## config.mk

```make
export PLATFORM = sky130hd
export DESIGN_NAME = window_fetch
export DESIGN_NICKNAME = d
export VERILOG_FILES = /design/src/rtl/median_pkg.sv /design/src/rtl/win_addr_gen.sv /design/src/rtl/window_fetch.sv
export SDC_FILE = /design/constraint.sdc
export NUM_CORES = 1
export LEC_CHECK = 0
export CORE_AREA = 2 2 123 113
export CTS_BUF_LIST = sky130_fd_sc_hd__clkbuf_8
export DETAILED_ROUTE_END_ITERATION = 8
export DIE_AREA = 0 0 125 115
export PLACE_DENSITY = 0.7
export SLEW_MARGIN = 20
export SYNTH_ARGS = -nofsm -noshare
export SYNTH_HDL_FRONTEND = slang
export SYNTH_SLANG_ARGS = --single-unit
```

## constraint.sdc

```tcl
create_clock -name clk -period 3.6 [get_ports clk]
set_input_delay 0.54 -clock clk [delete_from_list [all_inputs] [get_ports clk]]
set_output_delay 0.54 -clock clk [all_outputs]
set_load 0.02 [all_outputs]
```

## src/rtl/median_pkg.sv

```systemverilog
// Shared definitions for the median-filter block: FSM encoding, window geometry
// and default image dimensions.
package median_pkg;

    localparam int IMG_W_DEF   = 64;
    localparam int IMG_H_DEF   = 64;

    localparam int WIN_SIZE    = 9;
    localparam int CENTRE_SLOT = 4;

    // Encoding matches the controller so state can be compared across blocks.
    localparam logic [1:0] ST_IDLE  = 2'd0;
    localparam logic [1:0] ST_FETCH = 2'd1;
    localparam logic [1:0] ST_DRAIN = 2'd2;
    localparam logic [1:0] ST_DONE  = 2'd3;

    typedef enum logic [1:0] {
        IDLE  = ST_IDLE,
        FETCH = ST_FETCH,
        DRAIN = ST_DRAIN,
        DONE  = ST_DONE
    } state_t;

    localparam logic [3:0] LAST_SLOT = 4'(WIN_SIZE - 1);

endpackage

```

## src/rtl/win_addr_gen.sv

```systemverilog
// Maps a window centre and slot index to a linear pixel address, flagging
// neighbours that fall outside the image as padding.
module win_addr_gen
    import median_pkg::*;
#(
    parameter int IMG_W  = IMG_W_DEF,
    parameter int IMG_H  = IMG_H_DEF,
    parameter int ROW_W  = 6,
    parameter int COL_W  = 6,
    parameter int ADDR_W = 12
) (
    input  logic [ROW_W-1:0]  row,
    input  logic [COL_W-1:0]  col,
    input  logic [3:0]        k,
    output logic [ADDR_W-1:0] addr,
    output logic              pad
);

    logic [ROW_W:0] r_off, r_ext;
    logic [COL_W:0] c_off, c_ext;
    logic           r_pad, c_pad, k_pad;

    // Offsets are one bit wider than the index so -1 and +1 never wrap silently.
    always_comb begin
        r_off = '0;
        c_off = '0;
        case (k)
            4'd0, 4'd1, 4'd2: r_off = '1;
            4'd6, 4'd7, 4'd8: r_off = (ROW_W+1)'(1);
            default:          r_off = '0;
        endcase
        case (k)
            4'd0, 4'd3, 4'd6: c_off = '1;
            4'd2, 4'd5, 4'd8: c_off = (COL_W+1)'(1);
            default:          c_off = '0;
        endcase
    end

    assign r_ext = {1'b0, row} + r_off;
    assign c_ext = {1'b0, col} + c_off;

    // A set MSB means either -1 or one past the index range; both are outside.
    assign r_pad = r_ext[ROW_W] | (r_ext >= (ROW_W+1)'(IMG_H));
    assign c_pad = c_ext[COL_W] | (c_ext >= (COL_W+1)'(IMG_W));
    assign k_pad = (k > LAST_SLOT);
    assign pad   = r_pad | c_pad | k_pad;

    assign addr = pad ? '0
                      : ADDR_W'(r_ext[ROW_W-1:0]) * ADDR_W'(IMG_W) + ADDR_W'(c_ext[COL_W-1:0]);

endmodule

```

## src/rtl/window_fetch.sv

```systemverilog
// Fetches the zero-padded 3x3 neighbourhood of a pixel from a 1-cycle-latency
// RAM and presents it in parallel with a single-cycle valid pulse.
module window_fetch
    import median_pkg::*;
#(
    parameter int IMG_W  = IMG_W_DEF,
    parameter int IMG_H  = IMG_H_DEF,
    parameter int DATA_W = 8,
    parameter int ROW_W  = 6,
    parameter int COL_W  = 6,
    parameter int ADDR_W = 12
) (
    input  logic                         clk,
    input  logic                         rst,
    input  logic                         load,
    input  logic [ROW_W-1:0]             row,
    input  logic [COL_W-1:0]             col,
    output logic                         mem_rd_en,
    output logic [ADDR_W-1:0]            mem_addr,
    input  logic [DATA_W-1:0]            mem_rd_data,
    output logic                         busy,
    output logic                         win_valid,
    output logic [WIN_SIZE*DATA_W-1:0]   win_data,
    output logic                         err
);

    state_t                            state;
    logic [ROW_W-1:0]                  row_q;
    logic [COL_W-1:0]                  col_q;
    logic [3:0]                        k;
    logic [ADDR_W-1:0]                 gen_addr;
    logic                              gen_pad;
    logic                              in_range;
    logic                              cap_vld, cap_pad;
    logic [3:0]                        cap_slot;
    logic [WIN_SIZE-1:0][DATA_W-1:0]   win_q;

    win_addr_gen #(
        .IMG_W  (IMG_W),
        .IMG_H  (IMG_H),
        .ROW_W  (ROW_W),
        .COL_W  (COL_W),
        .ADDR_W (ADDR_W)
    ) u_addr_gen (
        .row  (row_q),
        .col  (col_q),
        .k    (k),
        .addr (gen_addr),
        .pad  (gen_pad)
    );

    assign in_range  = ({1'b0, row} < (ROW_W+1)'(IMG_H)) && ({1'b0, col} < (COL_W+1)'(IMG_W));
    assign mem_rd_en = (state == FETCH) && !gen_pad;
    assign mem_addr  = mem_rd_en ? gen_addr : '0;
    assign win_data  = win_q;

    always_ff @(posedge clk or negedge rst) begin
        if (!rst) begin
            state     <= IDLE;
            row_q     <= '0;
            col_q     <= '0;
            k         <= '0;
            busy      <= 1'b0;
            win_valid <= 1'b0;
            err       <= 1'b0;
            cap_vld   <= 1'b0;
            cap_pad   <= 1'b0;
            cap_slot  <= '0;
            win_q     <= '0;
        end else begin
            win_valid <= 1'b0;
            err       <= 1'b0;

            // Slot tag travels one stage behind the address to meet the read data.
            cap_vld  <= (state == FETCH);
            cap_pad  <= gen_pad;
            cap_slot <= k;
            if (cap_vld)
                win_q[cap_slot] <= cap_pad ? '0 : mem_rd_data;

            case (state)
                IDLE: begin
                    if (load) begin
                        if (in_range) begin
                            row_q <= row;
                            col_q <= col;
                            k     <= '0;
                            busy  <= 1'b1;
                            state <= FETCH;
                        end else begin
                            err <= 1'b1;
                        end
                    end
                end
                FETCH: begin
                    if (k == LAST_SLOT)
                        state <= DRAIN;
                    else
                        k <= k + 4'd1;
                end
                DRAIN: begin
                    win_valid <= 1'b1;
                    state     <= DONE;
                end
                DONE: begin
                    busy  <= 1'b0;
                    state <= IDLE;
                end
                default: state <= IDLE;
            endcase
        end
    end

endmodule

```

# After elaboration in Yosys (flattened, before gate mapping)
# Index checks and enable logic that the tools add are counted.
[classes] addsub=4 muxes=17 eq_ne=13 n_lt_le_gt_ge=5 reduce_logical=15 bitwise_logic=4
[op_table] cell="72-bit bitwise mux" count=1
[op_table] cell="8-bit demux with 4-bit select" count=1
[op_table] cell="7-bit one-hot mux with 2 select lines" count=2
[op_table] cell="12-bit two-way mux" count=2
[op_table] cell="8-bit two-way mux" count=2
[op_table] cell="6-bit by 7-bit adder with 7-bit output" count=2
[op_table] cell="7-bit greater-or-equal comparator (second input constant)" count=2
[op_table] cell="12-bit by 6-bit adder with 12-bit output" count=1
[op_table] cell="4-bit by 3-bit equality test with 1-bit output (second input constant)" count=3
[op_table] cell="3-bit OR reduction" count=4
[op_table] cell="4-bit by 2-bit equality test with 1-bit output (second input constant)" count=2
[op_table] cell="4-bit two-way mux" count=2
[op_table] cell="2-bit one-hot mux with 4 select lines" count=1
[op_table] cell="4-bit one-hot mux with 2 select lines" count=1
[op_table] cell="2-bit AND reduction" count=3
[op_table] cell="4-bit by 5-bit less-than comparator with 1-bit output (second input constant)" count=1
[op_table] cell="4-bit by 1-bit adder with 4-bit output (second input constant)" count=1
[op_table] cell="2-bit equality test (second input constant)" count=2
[op_table] cell="4-bit by 1-bit equality test with 1-bit output (second input constant)" count=1
[op_table] cell="4-bit equality test (second input constant)" count=1
[op_table] cell="4-bit by 1-bit greater-or-equal comparator with 1-bit output (second input constant)" count=1
[op_table] cell="4-bit > comparator (second input constant)" count=1
[op_table] cell="4-bit logical NOT" count=1
[op_table] cell="2-bit two-way mux" count=2
[op_table] cell="other kinds (11)" count=18
[word_totals] regBits=98 in_bits=23 wordCells=76

# Longest topological paths before layout
# Gate-level depths: netlist of run 1.
[logic_depth] depth_word=11 ltp_mapped=12 ltp_nobuf=11

# Hierarchy
# Synthesis of run 1 repeated with hierarchy kept, for this count alone.
[hier_totals] cells_unflattened=356 hier_area_um2=4763.3
[by_module_without_submodules] mod="window_fetch" area_per_inst_um2=4050.1 seq_area_each_um2=2452.4 cells_each=268 instances=1
[by_module_without_submodules] mod="win_addr_gen" area_per_inst_um2=713.2 seq_area_each_um2=0.0 cells_each=88 instances=1

# Least setup slack after synthesis of run 1
# OpenSTA, ideal clock, no wires.
[synth_path] kind="register to output" startpoint="register k[0]" endpoint="output mem_addr[3]" arrival_ns=3.159 setup_slack_ns=-0.099 required_ns=3.060 path_stages_with_launch=11 path_cell_list="dfrtp_1 > inv_1 > ha_1 > nor3_1 > nor3_1 > ha_1 > a211oi_2 > nor3b_1 > o32ai_2 > nand4b_4 > nor3_1"
[synth_via] elab_chain_len=11
[synth_lines] element="start, declared" line="window_fetch.sv:30" rtl="logic [3:0] k;"
[synth_lines] element="start signal, assigned" line="window_fetch.sv:99" rtl="k <= k + 4'd1;"
[synth_lines] element="4-bit equality test, or another cell as far along" line="win_addr_gen.sv:27, win_addr_gen.sv:32"
[synth_lines] element="3-bit OR reduction, on equally long branches" line="win_addr_gen.sv:27, win_addr_gen.sv:32"
[synth_lines] element="7-bit one-hot mux with 2 select lines, on equally long branches" line="win_addr_gen.sv:27, win_addr_gen.sv:32"
[synth_lines] element="6-bit by 7-bit adder with 7-bit output, on equally long branches" line="win_addr_gen.sv:39, win_addr_gen.sv:40"
[synth_lines] element="7-bit greater-or-equal comparator, on equally long branches" line="win_addr_gen.sv:43, win_addr_gen.sv:44"
[synth_lines] element="1-bit OR, on equally long branches" line="win_addr_gen.sv:43, win_addr_gen.sv:44"
[synth_lines] element="1-bit OR (2 in a row)" line="win_addr_gen.sv:46" rtl="assign pad = r_pad | c_pad | k_pad;"
[synth_lines] element="1-bit logical NOT" line="window_fetch.sv:53" rtl="assign mem_rd_en = (state == FETCH) && !gen_pad;"
[synth_lines] element="1-bit logical AND" line="window_fetch.sv:53"
[synth_lines] element="12-bit two-way mux *" line="window_fetch.sv:54" rtl="assign mem_addr = mem_rd_en ? gen_addr : '0;"
[synth_lines] element="end, declared" line="window_fetch.sv:19" rtl="output logic [ADDR_W-1:0] mem_addr,"
# Mark *: on every way between the ends. The rest lies on a longest branch, timed or not.

# Final worst setup path of run 1
[layout_path] startpoint="register k[0]" endpoint="output mem_addr[6]"
# The elaborated chain is that of the path after synthesis.

==> flow_metrics.env, run 1 <==
export IMPL_status="finished with violations"
export IMPL_violations="setup timing"
export IMPL_synthCells=388
export IMPL_rsz0062_at_grt="yes"
export IMPL_drcViolationCount=0
export IMPL_synthXorXnorAreaFrac_pct=1.56
export IMPL_synth_top_family_by_area="simple AND/OR/NAND/NOR gates"
export IMPL_ff2ff_path_depth=12
export IMPL_synth_compound_area_share_pct=10.4
export IMPL_numCtsBuffers=9
export IMPL_root_buffer="clkbuf_8"
export IMPL_fin_tns_setup_ps=-1390
export IMPL_maxCapViolations=0
export IMPL_drive_gt1_share_pct=29.4
export IMPL_avgSynthCellArea_um2=11.6
export IMPL_multi_input_area_mm2=0.00213
export IMPL_drtAntennaViolNets=0
export IMPL_final_cell_mix="97 x dfrtp_1, 95 x clkdlybuf4s50_1, 50 x nand2_1"
export IMPL_fmax_ghz=0.269
export IMPL_drt_first_pass_iters=4
export IMPL_cts_sinks=98
export IMPL_final_setup_viol_count=13
export IMPL_synth_cell_types=39
export IMPL_fin_cells=713
export IMPL_worstReg2RegStart="k[0]"
export IMPL_area_growth_pct=44.1
export IMPL_die_h_um=115
export IMPL_power_density_mw_per_mm2=1120
export IMPL_htreeDepth=3
export IMPL_crit_path_end_kind="output port"
export IMPL_die_area_mm2=0.0144
export IMPL_drt_wl_total_um=11400
export IMPL_vdd_drop_max_uv=770
export IMPL_antenna_found_initial=0
export IMPL_ios=111
export IMPL_wire_per_inst_um=16.0
export IMPL_cp_max_fo=6
export IMPL_tightest_slew_ps=910
export IMPL_seq_area_mm2=0.00245
export IMPL_grt_pass1_vias=3597
export IMPL_grt_max_degree=83
export IMPL_grt_pass1_wl_um=18700
export IMPL_gp_congestion=0.873
export IMPL_place_hpwl_um=8240
export IMPL_post_route_util_pct=49.5
export IMPL_grt_overflow=0
export IMPL_hold_class="in2async"
export IMPL_clkLatencyLatePin_ps=370
export IMPL_rows=40
export IMPL_start_util_pct=34.3
export IMPL_grt_use_total_pct=16.5
export IMPL_slew_viol_final=0
export IMPL_die_x_um=125
export IMPL_slew_limit_headroom_pct=39.1
export IMPL_core_area_mm2=0.0131
export IMPL_post_route_period_util_pct=103
export IMPL_critPathLaunchType="flip-flop"
export IMPL_dp_cells=690
export IMPL_final_common_cell="dfrtp_1"
export IMPL_worstPathRequired_ps=3060
export IMPL_arrival_ps=3180
export IMPL_critPathKind="reg2out"
export IMPL_period_minus_slack_ps=3720
export IMPL_place_port_buffers=109
export IMPL_fin_ws_ps=-119
export IMPL_dpl_worst_slack_ps=-531
export IMPL_syn_nets=433
export IMPL_finalClockSkew_ps=9.66
export IMPL_r2r_end="cap_pad"
export IMPL_viasPerCell=4.86
export IMPL_reg2reg_setup_slack_ps=1050
export IMPL_cts_tree="done"
export IMPL_synth_simple_area_share_pct=13.4
export IMPL_final_nets=585
export IMPL_clk_pin_slew_ps=100
export IMPL_first_iter_violations=124
export IMPL_synthMuxAreaShare_pct=11.0
export IMPL_yosys_warnings=0
export IMPL_dr_total_vias=3465
export IMPL_yosysSeqAreaShare_pct=54.5
export IMPL_ys_ff_latch=98
export IMPL_leakage_nw=2.89
export IMPL_cts_buffer_depth=2
export IMPL_synth_fa_ha_area_share_pct=6.45
export IMPL_hold_viol_final=0
export IMPL_antenna_cells=0
export IMPL_nFillCells=1195
export IMPL_synth_cell_area_mm2=0.00450
timing repair:
item,in CTS,in global routing
pin swaps,20,11
hold buffers,0,0
gates resized for setup,107,16
gates cloned,0,0
buffers inserted,7,0
setup endpoints to repair,13,13
per-stage QoR:
step / instance area, um2 / total power, mW / hold WS (ps)
floorplan: 4510 / 4.19 / 244
global placement: 6010 / 5.93 / 440
detailed placement: 6010 / 6.09 / 474
CTS: 6390 / 7.12 / 364
global route: 6480 / 7.82 / 231
finish: 6480 / 7.28 / 183
state kept, by name (all words and copies together), names as in the netlist:
| signal | count |
|---|---|
| win_data | 72 |
| col_q | 6 |
| row_q | 6 |
| cap_slot | 4 |
| k | 4 |
| state | 2 |
| busy | 1 |
| cap_pad | 1 |
| cap_vld | 1 |
| win_valid | 1 |
how the worst max path moves through the flow:
stage | from | endpoint | slack (ps) | cells past startpoint
finish | k[0] | mem_addr[6] | -120 | 13
global route | k[1] | mem_addr[6] | -280 | 12
CTS | k[0] | mem_addr[4] | -220 | 13
detailed placement | k[0] | mem_addr[4] | -530 | 12
global placement | k[0] | mem_addr[4] | -420 | 13
floorplan | k[0] | mem_addr[3] | 130 | 10
synthesized netlist by cell type, drive strengths merged:
library cell  instances  area, um2
nor3b                 4       40.0
a21oi                12       60.1
o22ai                 2       12.5
or4                   1       11.3
nand4b                2       32.5
xor2                  4       35.0
clkbuf                6       22.5
o32a                  1       10.0
and3                  2       12.5
xnor2                 4       35.0
conb                  1       3.75
nand4                 1       6.26
a21o                  6       45.0
nor2                 20        123
a211oi                7       57.6
o21bai                2       15.0
nand2                50        188
a221oi                1       8.76
nand3b                3       22.5
ha                   20        250
buf                   6       50.0
o21ai                47        235
dfrtp                98       2450
inv                  12       45.0
nor3                  7       35.0
nor2b                11       68.8
fa                    2       40.0
o32ai                 1       16.3
nand2b               10       62.6
mux2                 44        495
o21a                  1       7.51
worst max-delay path, cell delays in order, from the launching register on:
cell	delay, ps
dfrtp_1	410
buf_6	140
ha_4	170
a21oi_2	140
o22ai_2	90
ha_2	200
fa_2	380
a211oi_4	250
nor3b_2	90
o32ai_4	310
nand4b_4	230
buf_6	210
nor2_4	80
buf_6	120
layout make-up:
| type | count | share of cell area [%] |
|---|---|---|
| flip-flops and latches | 98 | 37.8 |
| multi-input cells | 266 | 32.9 |
| clock buffers | 12 | 2.55 |
| well taps | 168 | 3.24 |
| repair buffers | 153 | 22.2 |
| clock inverters | 4 | 0.502 |
| inverters | 12 | 0.733 |
per-layer routing:
layer | GRT usage, % | up-vias | share of wire [%]
li1 | - | 1647 | -
met1 | 21.1 | 1711 | 44
met2 | 28.0 | 88 | 49
met3 | 3.26 | 19 | 4.1
met4 | 6.52 | 0 | 2.1
met5 | 0 | - | 0
report_power, final:
group          switching (mW)  internal, mW
registers               0.318          1.52
logic                    2.37          2.37
clock network           0.392         0.312
total                    3.08          4.20
logic make-up after synthesis:
family / after synthesis
AO/OA/AOI/OAI: 80
other: 1
XOR/XNOR: 8
buffers and inverters: 24
AND/OR/NAND/NOR: 111
multiplexers: 44
flip-flops: 98
adder cells (fa/ha/maj): 22
Power figures use the tool's default switching activity.
==> inputs of run 2 (changes only) <==
CORE_AREA = 2 2 117 119   (was 2 2 123 113)
DIE_AREA = 0 0 119 121   (was 0 0 125 115)
MAX_ROUTING_LAYER = met4   (was not set)
==> run 2 against run 1 <==
Net effect:
- the flow still finishes with violations (setup timing)
- clock skew barely moved
- utilization fell by 0.48 points
- final cell count rose by 0.56%
- first-iteration DRC count rose by 56%
- largest cell class unchanged
- non-clock buffer count fell by 4
- worst hold slack improved by 110 ps
- via count fell by 2.5%
==> flow_metrics.env, run 2 (synthesis results as in run 1) <==
export IMPL_clk_pin_slew_ps=90
export IMPL_drcViolationCount=0
export IMPL_rows=42
export IMPL_dp_cells=696
export IMPL_drive_gt1_share_pct=28.7
export IMPL_final_common_cell="dfrtp_1"
export IMPL_cts_buffer_depth=2
export IMPL_drt_first_pass_iters=4
export IMPL_place_hpwl_um=7910
export IMPL_dpl_worst_slack_ps=-472
export IMPL_viasPerCell=4.71
export IMPL_grt_max_degree=76
export IMPL_grt_overflow=0
export IMPL_die_area_mm2=0.0144
export IMPL_crit_path_end_kind="output port"
export IMPL_clock_power_share_pct=10.5
export IMPL_grt_pass1_vias=3478
export IMPL_start_util_pct=34.4
export IMPL_die_x_um=119
export IMPL_final_nets=581
export IMPL_drt_wl_total_um=10700
export IMPL_post_route_period_util_pct=105
export IMPL_area_growth_pct=42.4
export IMPL_cts_sinks=98
export IMPL_hold_ws_ps=294
export IMPL_violations="setup timing"
export IMPL_cts_hold_buf=0
export IMPL_ios=111
export IMPL_period_minus_slack_ps=3790
export IMPL_p_int_mw=4.11
export IMPL_critPathKind="reg2out"
export IMPL_slowest_delay_ps=440
export IMPL_ff2ff_path_depth=13
export IMPL_worstPathRequired_ps=3060
export IMPL_slew_viol_final=0
export IMPL_final_setup_viol_count=13
export IMPL_slew_limit_headroom_pct=39.1
export IMPL_cts_tree="done"
export IMPL_grt_use_total_pct=16.2
export IMPL_cpMostUsedCell="buf_6"
export IMPL_fin_ws_ps=-188
export IMPL_htreeDepth=3
export IMPL_grt_pass1_wl_um=17800
export IMPL_drtAntennaViolNets=0
export IMPL_hold_class="in2async"
export IMPL_dpl_cell_area_mm2=0.00601
export IMPL_multi_input_area_mm2=0.00211
export IMPL_rsz0062_at_grt="yes"
export IMPL_path_cells="buf_6, ha_4, a21oi_2, o22ai_2, ha_2, fa_2, a211oi_2, nor3b_2, o32ai_4, nand4b_4, buf_6, nor2_4, buf_4"
export IMPL_arrival_ps=3250
export IMPL_seq_area_mm2=0.00245
export IMPL_vdd_drop_max_uv=784
export IMPL_root_buffer="clkbuf_8"
export IMPL_maxCapViolations=0
export IMPL_largest_reg_flops=72
export IMPL_clkLatencyLatePin_ps=380
export IMPL_p_seq_share_pct=25.6
export IMPL_gp_congestion=0.846
export IMPL_dr_total_vias=3379
export IMPL_power_switching_mw=3.00
export IMPL_status="finished with violations"
export IMPL_leakage_nw=2.87
export IMPL_core_area_mm2=0.0131
export IMPL_power_density_mw_per_mm2=1110
export IMPL_die_h_um=121
export IMPL_tightest_slew_ps=914
export IMPL_finalClockSkew_ps=9.21
export IMPL_hold_viol_final=0
export IMPL_final_area_mm2=0.00641
export IMPL_place_port_buffers=109
export IMPL_crit_slowest_cell="dfrtp_1"
export IMPL_critPathLaunchType="flip-flop"
export IMPL_netSwitchingFraction_pct=42.2
export IMPL_p_total_mw=7.11
export IMPL_fin_tns_setup_ps=-2190
export IMPL_pwr_share_comb_pct=63.9
export IMPL_first_iter_violations=194
export IMPL_antenna_found_initial=0
export IMPL_cp_max_fo=7
export IMPL_nFillCells=1169
export IMPL_fin_cells=717
export IMPL_fmax_ghz=0.264
export IMPL_antenna_cells=0
export IMPL_final_cell_mix="97 x dfrtp_1, 95 x clkdlybuf4s50_1, 50 x nand2_1"
export IMPL_wire_per_inst_um=15.0
export IMPL_numCtsBuffers=9
export IMPL_post_route_util_pct=49.0
==> run 2: cell types whose count changed in the layout (fill, tap and decap cells not counted), moves of 2 or more <==
cell      delta
nor3_2       -2
nor2_2       +4
buf_2        +4
clkbuf_8     -3
nor2_4       -4
buf_6        -9
nor3_4       +2
==> run 2: repair_timing <==
action / in CTS / in global routing
pin swaps: 10 / 6
endpoints found under the setup margin: 13 / 13
gates resized for setup: 99 / 5
setup buffers: 5 / 1
==> run 2: path summary, 6_finish.rpt <==
path / from / to / slack [ps]
worst max-delay path: k[1] / mem_addr[2] / -190
worst min-delay path: rst / win_data[20] / 290
worst max register to register: k[1] / cap_pad / 970
worst min register to register: win_data[70] / win_data[70] / 490
max in group asynchronous: rst / k[0] / 2410
min in group clk: win_data[70] / win_data[70] / 490
==> run 2: worst max-delay path: cells and delay by family (launching register included) <==
kind	cells	cell delay, ps
adder cells (fa/ha/maj)	3	730
buffers and inverters	3	510
AO/OA/AOI/OAI	4	760
AND/OR/NAND/NOR	3	440
flip-flops	1	440
==> run 2: power groups by stage <==
| stage | combinational (mW) | clock (mW) | sequential (mW) |
|---|---|---|---|
| 3_3_place_gp | 4.05 | 0 | 1.82 |
| 6_report | 4.54 | 0.749 | 1.82 |
| 5_1_grt | 4.93 | 0.822 | 1.88 |
| 4_1_cts | 4.48 | 0.782 | 1.82 |
| 3_5_place_dp | 4.15 | 0 | 1.83 |
| 2_1_floorplan | 2.06 | 0 | 2.13 |
==> run 2: layout make-up <==
type                            count  area share (%)
Clock buffer                        9            1.93
Timing Repair Buffer              149            21.4
Tap cell                          176            3.44
Multi-Input combinational cell    266            32.9
Sequential cell                    98            38.3
Inverter                           12           0.703
Clock inverter                      7            1.37
==> run 2: routing by layer <==
metal,GRT usage (%),part of all wire (%),up-vias,routed length [um]
met2,27.3,50,99,5370
li1,-,-,1637,-
met5,-,0,-,0
met3,3.90,4.7,9,504
met1,19.8,45,1634,4800
met4,4.17,0.63,0,68
==> inputs of run 3 (changes only) <==
MAX_ROUTING_LAYER = not set   (was met4)
==> run 3 against run 2 <==
Net effect:
- the flow still finishes with violations (setup timing)
- first-iteration DRC count shrank 5.2%
- wire length is essentially flat
- clock-buffer cell count is the same
- sequential cell count is the same
- final cell count is the same
- via count is essentially flat
- utilization is the same
- setup slack gained 1.9 ps
- sequential power is essentially flat
- largest cell class unchanged
==> flow_metrics.env, run 3 (synthesis results as in run 1) <==
export IMPL_p_int_mw=4.11
export IMPL_final_common_cell="dfrtp_1"
export IMPL_cts_tree="done"
export IMPL_drcViolationCount=0
export IMPL_fmax_ghz=0.264
export IMPL_htreeDepth=3
export IMPL_place_port_buffers=109
export IMPL_pwr_share_comb_pct=63.8
export IMPL_netSwitchingFraction_pct=42.2
export IMPL_viasPerCell=4.71
export IMPL_slew_limit_headroom_pct=39.1
export IMPL_die_area_mm2=0.0144
export IMPL_status="finished with violations"
export IMPL_numCtsBuffers=9
export IMPL_first_iter_violations=184
export IMPL_rsz0062_at_grt="yes"
export IMPL_dr_total_vias=3380
export IMPL_root_buffer="clkbuf_8"
export IMPL_post_route_period_util_pct=105
export IMPL_core_area_mm2=0.0131
export IMPL_grt_overflow=0
export IMPL_final_cell_mix="97 x dfrtp_1, 95 x clkdlybuf4s50_1, 50 x nand2_1"
export IMPL_drt_wl_total_um=10700
export IMPL_critPathLaunchType="flip-flop"
export IMPL_final_setup_viol_count=13
export IMPL_clock_power_share_pct=10.5
export IMPL_tightest_slew_ps=914
export IMPL_grt_pass1_vias=3477
export IMPL_grt_pass1_wl_um=17800
export IMPL_period_minus_slack_ps=3790
export IMPL_cts_sinks=98
export IMPL_p_seq_share_pct=25.6
export IMPL_power_density_mw_per_mm2=1110
export IMPL_reg2reg_setup_slack_ps=970
export IMPL_vdd_drop_max_uv=781
export IMPL_drt_first_pass_iters=4
export IMPL_cts_buffer_depth=2
export IMPL_rows=42
export IMPL_wire_per_inst_um=15.0
export IMPL_drtAntennaViolNets=0
export IMPL_worstPathRequired_ps=3060
export IMPL_place_hpwl_um=7910
export IMPL_die_h_um=121
export IMPL_clkLatencyLatePin_ps=380
export IMPL_largest_reg_flops=72
export IMPL_area_growth_pct=42.4
export IMPL_hold_viol_final=0
export IMPL_maxCapViolations=0
export IMPL_clk_pin_slew_ps=90
export IMPL_violations="setup timing"
export IMPL_grt_max_degree=76
export IMPL_arrival_ps=3250
export IMPL_critPathKind="reg2out"
export IMPL_die_x_um=119
export IMPL_start_util_pct=34.4
export IMPL_hold_class="in2async"
export IMPL_antenna_cells=0
export IMPL_crit_path_end_kind="output port"
export IMPL_slew_viol_final=0
export IMPL_final_nets=581
export IMPL_power_switching_mw=2.99
export IMPL_post_route_util_pct=49.0
export IMPL_leakage_nw=2.87
export IMPL_gp_congestion=0.833
export IMPL_grt_use_total_pct=15.8
export IMPL_antenna_found_initial=0
export IMPL_finalClockSkew_ps=9.74
export IMPL_fin_ws_ps=-186
export IMPL_cp_max_fo=7
export IMPL_ios=111
export IMPL_fin_cells=717
export IMPL_dp_cells=696
export IMPL_drive_gt1_share_pct=28.7
## run 3: what timing repair did
action                                  CTS  global route
pin swaps                                10             6
endpoints found under the setup margin   13            13
buffers inserted                          5             1
resized for setup                        99             5
hold buffers                              0             0
## run 3: path summary, 6_finish.rpt
| kind | from | to | cells past startpoint |
|---|---|---|---|
| worst min register to register | win_data[70] | win_data[70] | 2 |
| worst max-delay path | k[1] | mem_addr[2] | 13 |
| max in group asynchronous | rst | k[0] | 2 |
| worst min-delay path | rst | win_data[20] | 1 |
| worst max register to register | k[1] | cap_pad | 13 |
| min in group clk | win_data[70] | win_data[70] | 2 |
## run 3: critical path, stage by stage, from the launching register on
cell      delay (ps)
dfrtp_1          440
buf_6            150
ha_4             170
a21oi_2          120
o22ai_2          100
ha_2             210
fa_2             350
a211oi_2         280
nor3b_2           90
o32ai_4          260
nand4b_4         250
buf_6            220
nor2_4            90
buf_4            140
## run 3: through the flow
stage | TNS [ps] | area (um2) | hold WS (ps) | power (mW) | setup slack, ps
global placement | -4290 | 6010 | 461 | 5.87 | -378
finish | -2170 | 6410 | 297 | 7.10 | -186
floorplan | 0 | 4510 | 244 | 4.19 | 135
detailed placement | -5700 | 6010 | 470 | 5.98 | -472
CTS | -2040 | 6380 | 308 | 7.08 | -180
global route | -4270 | 6410 | 340 | 7.64 | -349
## run 3: per-layer routing
layer | vias up | wire length [um] | global-route usage [%]
met1 | 1638 | 4790 | 19.6
met2 | 98 | 5340 | 27.3
met4 | 0 | 82 | 4.17
met3 | 10 | 529 | 4.09
li1 | 1634 | - | -
met5 | - | 0 | 0
## run 3: area by class of cell
class | instances | area [um2]
inverters | 12 | 45.0
fillers | 1169 | 6680
clock inverters | 7 | 87.6
well taps | 176 | 220
flip-flops and latches | 98 | 2450
clock buffers | 9 | 124
multi-input cells | 266 | 2110
repair buffers | 149 | 1370
## run 3: power groups by stage
stage | Combinational, mW | Sequential [mW] | Clock (mW)
global route | 4.93 | 1.88 | 0.822
detailed placement | 4.15 | 1.83 | 0
finish | 4.54 | 1.82 | 0.748
CTS | 4.48 | 1.82 | 0.782
global placement | 4.05 | 1.82 | 0
floorplan | 2.06 | 2.13 | 0
